===== src/rtl/hazard_ctrl_pkg.sv =====
// Purpose: shared types and helpers for the pipeline hazard controller.
// Latency: none (types, constants and pure functions only).
// Backpressure: n/a.
package hazard_ctrl_pkg;

  localparam int SB_AW = 5;  // register address width held in the scoreboard
  localparam int SB_TW = 4;  // Tuse/Tnew width held in the scoreboard

  // Scoreboard stage indices
  localparam int ST_E = 0;
  localparam int ST_M = 1;
  localparam int ST_W = 2;

  // Forwarding mux selects
  localparam logic [1:0] FWD_NONE = 2'b00;
  localparam logic [1:0] FWD_M    = 2'b01;
  localparam logic [1:0] FWD_W    = 2'b10;

  // Tuse value meaning "operand never read"
  localparam logic [SB_TW-1:0] T_MAX = 4'd15;
  localparam logic [SB_TW-1:0] T_ONE = 4'd1;

  typedef struct packed {
    logic             vld;   // present, writes regfile, a3 != 0
    logic [SB_AW-1:0] a3;
    logic [SB_TW-1:0] tnew;  // cycles until the result exists, stage-relative
    logic [SB_AW-1:0] rs;
    logic [SB_AW-1:0] rt;
  } sb_entry_t;

  // Saturating decrement: a ready result stays ready.
  function automatic logic [SB_TW-1:0] dec_sat(input logic [SB_TW-1:0] t);
    return (t == '0) ? '0 : t - T_ONE;
  endfunction

  // Entry as seen one stage further down the pipe.
  function automatic sb_entry_t sb_age(input sb_entry_t e);
    sb_entry_t r;
    r      = e;
    r.tnew = dec_sat(e.tnew);
    return r;
  endfunction

  // Nearest producer wins: a ready M result beats any W result.
  function automatic logic [1:0] fwd_sel(input logic m_ready, input logic w_hit);
    if (m_ready)    return FWD_M;
    else if (w_hit) return FWD_W;
    else            return FWD_NONE;
  endfunction

endpackage


===== src/rtl/hazard_match.sv =====
// Purpose: compare one source register against one scoreboard entry.
// Latency: combinational.
// Backpressure: none; pure compare.
// Ports: src (register read), entry (scoreboard slot) -> hit (entry will write
//        src), hit_ready (hit and the value already exists, tnew == 0).
module hazard_match
  import hazard_ctrl_pkg::*;
(
  input  logic [SB_AW-1:0] src,
  input  sb_entry_t        entry,
  output logic             hit,
  output logic             hit_ready
);

  // $0 is hardwired: it can never be a dependency.
  always_comb begin
    hit       = entry.vld && (src != '0) && (entry.a3 == src);
    hit_ready = hit && (entry.tnew == '0);
  end

  // The source fields of the entry are only meaningful to the entry's own consumer.
  logic unused_fields;
  assign unused_fields = ^{entry.rs, entry.rt};

endmodule


===== src/rtl/hazard_ctrl.sv =====
// Purpose: stall and forwarding control for the 5-stage MIPS pipeline.
// Latency: stall/forward selects combinational from D inputs + E/M/W scoreboard.
// Backpressure: stall freezes PC and IF/ID and bubbles ID/EX; D inputs held upstream.
// Ports: D-stage decode info (d_*) in; stall, fwd_d_rs/rt, fwd_e_rs/rt, fwd_m_rt out.
// Macro HAZARD_STATS_EN adds stall_cnt, a wrapping count of stalled cycles.
// REG_AW/TW must match SB_AW/SB_TW in hazard_ctrl_pkg.
module hazard_ctrl
  import hazard_ctrl_pkg::*;
#(
  parameter int REG_AW = SB_AW,
  parameter int TW     = SB_TW,
  parameter int CNT_W  = 32
) (
  input  logic              clk,
  input  logic              rst_n,
  input  logic              d_valid,
  input  logic [REG_AW-1:0] d_rs,
  input  logic [REG_AW-1:0] d_rt,
  input  logic [TW-1:0]     d_tuse_rs,
  input  logic [TW-1:0]     d_tuse_rt,
  input  logic [TW-1:0]     d_tnew,
  input  logic [REG_AW-1:0] d_a3,
  input  logic              d_regwrite,
`ifdef HAZARD_STATS_EN
  output logic [CNT_W-1:0]  stall_cnt,
`endif
  output logic              stall,
  output logic [1:0]        fwd_d_rs,
  output logic [1:0]        fwd_d_rt,
  output logic [1:0]        fwd_e_rs,
  output logic [1:0]        fwd_e_rt,
  output logic [1:0]        fwd_m_rt
);

  sb_entry_t sb [3];
  sb_entry_t d_entry;

  // Tnew from the decoder is D-relative; E holds it one cycle later.
  always_comb begin
    d_entry      = '0;
    d_entry.vld  = d_valid && d_regwrite && (d_a3 != '0);
    d_entry.a3   = d_a3;
    d_entry.tnew = dec_sat(d_tnew);
    d_entry.rs   = d_rs;
    d_entry.rt   = d_rt;
  end

  always_ff @(posedge clk or negedge rst_n) begin
    if (!rst_n) begin
      sb[ST_E] <= '0;
      sb[ST_M] <= '0;
      sb[ST_W] <= '0;
    end else begin
      sb[ST_E] <= stall ? '0 : d_entry;
      sb[ST_M] <= sb_age(sb[ST_E]);
      sb[ST_W] <= sb_age(sb[ST_M]);
    end
  end

  // D sources against every stage: E/M for stalls, M/W for forwarding.
  logic [ST_W:ST_E] hit_drs, rdy_drs, hit_drt, rdy_drt;
  for (genvar s = ST_E; s <= ST_W; s++) begin : g_d
    hazard_match u_rs (.src(d_rs), .entry(sb[s]), .hit(hit_drs[s]), .hit_ready(rdy_drs[s]));
    hazard_match u_rt (.src(d_rt), .entry(sb[s]), .hit(hit_drt[s]), .hit_ready(rdy_drt[s]));
  end

  // E-stage operands against the two producers ahead of it.
  logic [ST_W:ST_M] hit_ers, rdy_ers, hit_ert, rdy_ert;
  for (genvar s = ST_M; s <= ST_W; s++) begin : g_e
    hazard_match u_rs (.src(sb[ST_E].rs), .entry(sb[s]), .hit(hit_ers[s]), .hit_ready(rdy_ers[s]));
    hazard_match u_rt (.src(sb[ST_E].rt), .entry(sb[s]), .hit(hit_ert[s]), .hit_ready(rdy_ert[s]));
  end

  // Store data in M can only come from W.
  logic hit_mrt, rdy_mrt;
  hazard_match u_m_rt (.src(sb[ST_M].rt), .entry(sb[ST_W]), .hit(hit_mrt), .hit_ready(rdy_mrt));

  logic stall_rs, stall_rt;

  // A producer in W has tnew 0, so only E and M can force a stall.
  always_comb begin
    stall_rs = (d_tuse_rs != T_MAX) &&
               ((hit_drs[ST_E] && (sb[ST_E].tnew > d_tuse_rs)) ||
                (hit_drs[ST_M] && (sb[ST_M].tnew > d_tuse_rs)));
    stall_rt = (d_tuse_rt != T_MAX) &&
               ((hit_drt[ST_E] && (sb[ST_E].tnew > d_tuse_rt)) ||
                (hit_drt[ST_M] && (sb[ST_M].tnew > d_tuse_rt)));
    stall    = d_valid && (stall_rs || stall_rt);

    // Selects are produced even while stalled; consumers ignore them then.
    fwd_d_rs = fwd_sel(rdy_drs[ST_M], hit_drs[ST_W]);
    fwd_d_rt = fwd_sel(rdy_drt[ST_M], hit_drt[ST_W]);
    fwd_e_rs = fwd_sel(rdy_ers[ST_M], hit_ers[ST_W]);
    fwd_e_rt = fwd_sel(rdy_ert[ST_M], hit_ert[ST_W]);
    fwd_m_rt = hit_mrt ? FWD_W : FWD_NONE;
  end

  // Readiness is irrelevant for E (stall path) and W (always ready).
  logic unused_rdy;
  assign unused_rdy = ^{rdy_drs[ST_E], rdy_drs[ST_W], rdy_drt[ST_E], rdy_drt[ST_W],
                        rdy_ers[ST_W], rdy_ert[ST_W], rdy_mrt};

`ifdef HAZARD_STATS_EN
  always_ff @(posedge clk or negedge rst_n) begin
    if (!rst_n)     stall_cnt <= '0;
    else if (stall) stall_cnt <= stall_cnt + CNT_W'(1);
  end
`else
  localparam int unused_cnt_w = CNT_W;
`endif

endmodule


===== config.mk =====
export PLATFORM = sky130hd
export DESIGN_NAME = hazard_ctrl
export DESIGN_NICKNAME = d
export VERILOG_FILES = /design/src/rtl/hazard_ctrl_pkg.sv /design/src/rtl/hazard_match.sv /design/src/rtl/hazard_ctrl.sv
export SDC_FILE = /design/constraint.sdc
export NUM_CORES = 1
export LEC_CHECK = 0
export CORE_ASPECT_RATIO = 1.4
export CORE_MARGIN = 8
export CORE_UTILIZATION = 57
export CTS_CLUSTER_SIZE = 16
export DETAILED_ROUTE_END_ITERATION = 7
export GPL_TIMING_DRIVEN = 0
export PLACE_DENSITY = 0.82
export SYNTH_ARGS = -nofsm -noshare
export SYNTH_HDL_FRONTEND = slang
export SYNTH_SLANG_ARGS = --single-unit

===== constraint.sdc =====
create_clock -name clk -period 3.55 [get_ports clk]
set_input_delay 0.71 -clock clk [delete_from_list [all_inputs] [get_ports clk]]
set_output_delay 0.71 -clock clk [all_outputs]
set_load 0.02 [all_outputs]

==> flow_summary.yaml <==
clock_network:
  postCtsHoldBufs: 0
  postCtsSetupRepairBufs: 0
  htree_levels: 2
  cts-buffers-inserted: 5
  clk_path_buf_depth: 2
  clkTransAtPathRegs_ns: 0.07
  root_buffer: "clkbuf_8"
  clock_sinks: 41
  clkLatencyLatePin_ns: 0.30
  cts_tree: "built"
route:
  antenna_left: 0
  drt_iter0_drc: 98
  via_per_inst: 5.43
  totalWireLength_um: 5860
  drtPass1Iterations: 4
  drc: 0
  routed-via-count: 1945
  wl_per_cell_um: 16.4
synthesis:
  synth-compound-area-share_pct: 5.53
  synth_top_family_by_area: "simple AND/OR/NAND/NOR gates"
  syn_area_um2: 2510
  synth-xor-area-share_pct: 18.8
  synth_mux_area_share_pct: 0.398
  synth_edf_count: 0
  ys_seq_area_share_pct: 40.8
  synthCells: 252
  ys_seq_elements: 41
  ys_warn_count: 0
  yosys.area_share.simple_pct: 19.9
  async_flop_share_pct: 100
  avgSynthCellArea_um2: 9.97
  synth_fa_ha_area_share_pct: 8.96
  synth_top_flop_cell: "dfrtp_1"
  yosys.cell_types.count: 35
  synthesis.nets: 301
critical_path:
  path_class: "input pin to output pin"
  crit_fanout: 10
  critPathTopFamily: "simple AND/OR/NAND/NOR gates"
  required_ns: 2.84
  crit_path_top_delay_cell: "or4_1"
  arrival_ns: 2.70
  cpPeakStageDelay_ns: 0.56
  crit_buf_inv: 4
  start_kind: "input pin"
  crit_chain: "dlygate4sd2_1 > or4_1 > nor2_2 > nor4_2 > a32oi_1 > o22a_2 > buf_4 > inv_1 > clkbuf_2"
  worstSetupEndpointType: "output pin"
placed_design:
  placed_cells_incl_taps: 352
  portBuffers: 40
  dpl-instance-area_um2: 2980
  hpwlAfterDp_um: 4600
  post-place-ws_ns: -0.539
  gp_congestion: 0.874
status:
  run_status: "finished, final reports clean"
floorplan:
  core-area_um2: 4240
  start_util_pct: 59.3
  die_h_um: 94.6
  die_area_um2: 6820
  ios: 42
  die_w_um: 72.1
  fp-row-count: 28
cells_and_area:
  final_cells: 358
  final_area_um2: 3080
  nets: 348
  layout_commonest_cell: "dfrtp_1"
  reg.largest.list: "sb x41"
  largest-register: "sb"
  area_delta_synth_final_pct: 22.7
  final_cell_mix: "dfrtp_1 (41), xnor2_1 (37), clkdlybuf4s50_1 (27)"
  drive_gt1_share_pct: 8.05
  diodes: 0
  largest_reg_flops: 41
sta:
  fin_crit_ns: 3.41
  slew_violations: 0
  setup_ws_ns: 0.141
  holdWs_ns: 0.421
  maxSlewHeadroom_pct: 39.2
  hold_viol_final: 0
  worst_pin_slew_ns: 0.912
  finClkSkew_ns: 0.00363
  rsz0062_at_grt: "false"
  setup_violations: 0
  finalCritPeriodShare_pct: 96.0
  fmax_ghz: 0.293
pwr:
  peakVddDrop_uv: 267
  power.density_nw_per_um2: 336
  p_leak_nw: 1.31
global_routing:
  grt_max_degree: 42
  grt_overflow: 0
  grt_pass1_vias: 2113
  grt_use_total_pct: 18.3
  grt_pass1_wl_um: 9630
  antenna_found_initial: 0
run:
  cap_violations: 0
hold_path:
  hold_class: "register to register"
-- cell families after synthesis --
kind of cell,Yosys count
xor+xnor,54
simple gates,86
other cells,1
fa+ha+maj,18
flops,41
buf+inv,28
mux,1
compound gates,23
-- routing by layer --
| metal | global-route usage, % | part of all wire, % |
|---|---|---|
| met1 | 17.8 | 38 |
| met5 | 0 | 0 |
| met2 | 36.6 | 56 |
| met4 | 7.01 | 2.2 |
| met3 | 3.18 | 3.5 |
-- final timing paths --
path,startpoint,end,slack (ns),depth (start not counted)
setup / recovery,d_rt[0],stall,0.14,9
hold / removal,sb[59]$_DFF_PN0_,sb[39]$_DFF_PN0_,0.42,0
setup reg to reg,sb[53]$_DFF_PN0_,sb[51]$_DFF_PN0_,1.57,8
hold reg to reg,sb[59]$_DFF_PN0_,sb[39]$_DFF_PN0_,0.42,0
max in group asynchronous,rst_n,sb[16]$_DFF_PN0_,2.43,1
min in group asynchronous,rst_n,sb[46]$_DFF_PN0_,0.53,1
-- worst register-to-register path: stages (launching register included) --
cell and delay [ns]:
dfrtp_1 0.47, ha_1 0.35, nand4_1 0.13, nand3_1 0.11, nor3_2 0.04, a32oi_1 0.26, o22a_2 0.23, buf_6 0.13
nor3b_1 0.18
-- through the flow --
step	util, %	power [mW]	setup TNS, ns
final	72.8	1.04	0
after detailed placement	70.4	0.756	-1.36
after CTS	72.2	1.03	0
after global placement	70.5	0.747	-1.37
after global routing	72.8	1.09	0
after floorplan	-	0.663	0
-- layout make-up --
| class | instances | area, µm² |
|---|---|---|
| inverters | 15 | 56.3 |
| multi-input cells | 183 | 1390 |
| fillers | 329 | 1150 |
| repair buffers | 40 | 380 |
| clock buffers | 5 | 68.8 |
| plain buffers | 13 | 82.6 |
| clock inverters | 1 | 5.00 |
| flip-flops and latches | 41 | 1030 |
| well taps | 60 | 75.1 |
-- Yosys cell counts, drive strengths merged (7+ instances only) --
cell type | instances | share of area [%]
nand2 | 14 | 2.1
inv | 15 | 2.2
nand4 | 11 | 2.7
dfrtp | 41 | 41
and2 | 17 | 4.2
nor4 | 11 | 2.7
xor2 | 17 | 5.9
buf | 8 | 2.4
a21oi | 11 | 2.2
xnor2 | 37 | 13
or4 | 7 | 2.1
ha | 18 | 9.0
-- power breakdown --
part	internal (mW)	switching (mW)	leakage, nW	total [mW]
registers	0.497	0.0405	0.485	0.537
logic	0.109	0.105	0.781	0.214
clock network	0.129	0.154	0.0399	0.284
-- what timing repair did --
| item | 4_1_cts | 5_1_grt |
|---|---|---|
| resized for setup | 15 | 6 |
| endpoints found under the setup margin | 7 | 5 |
| pin swaps | 3 | 1 |
| endpoints found under the hold margin | 0 | 0 |
Note: power is estimated with default switching activity, not from simulation.
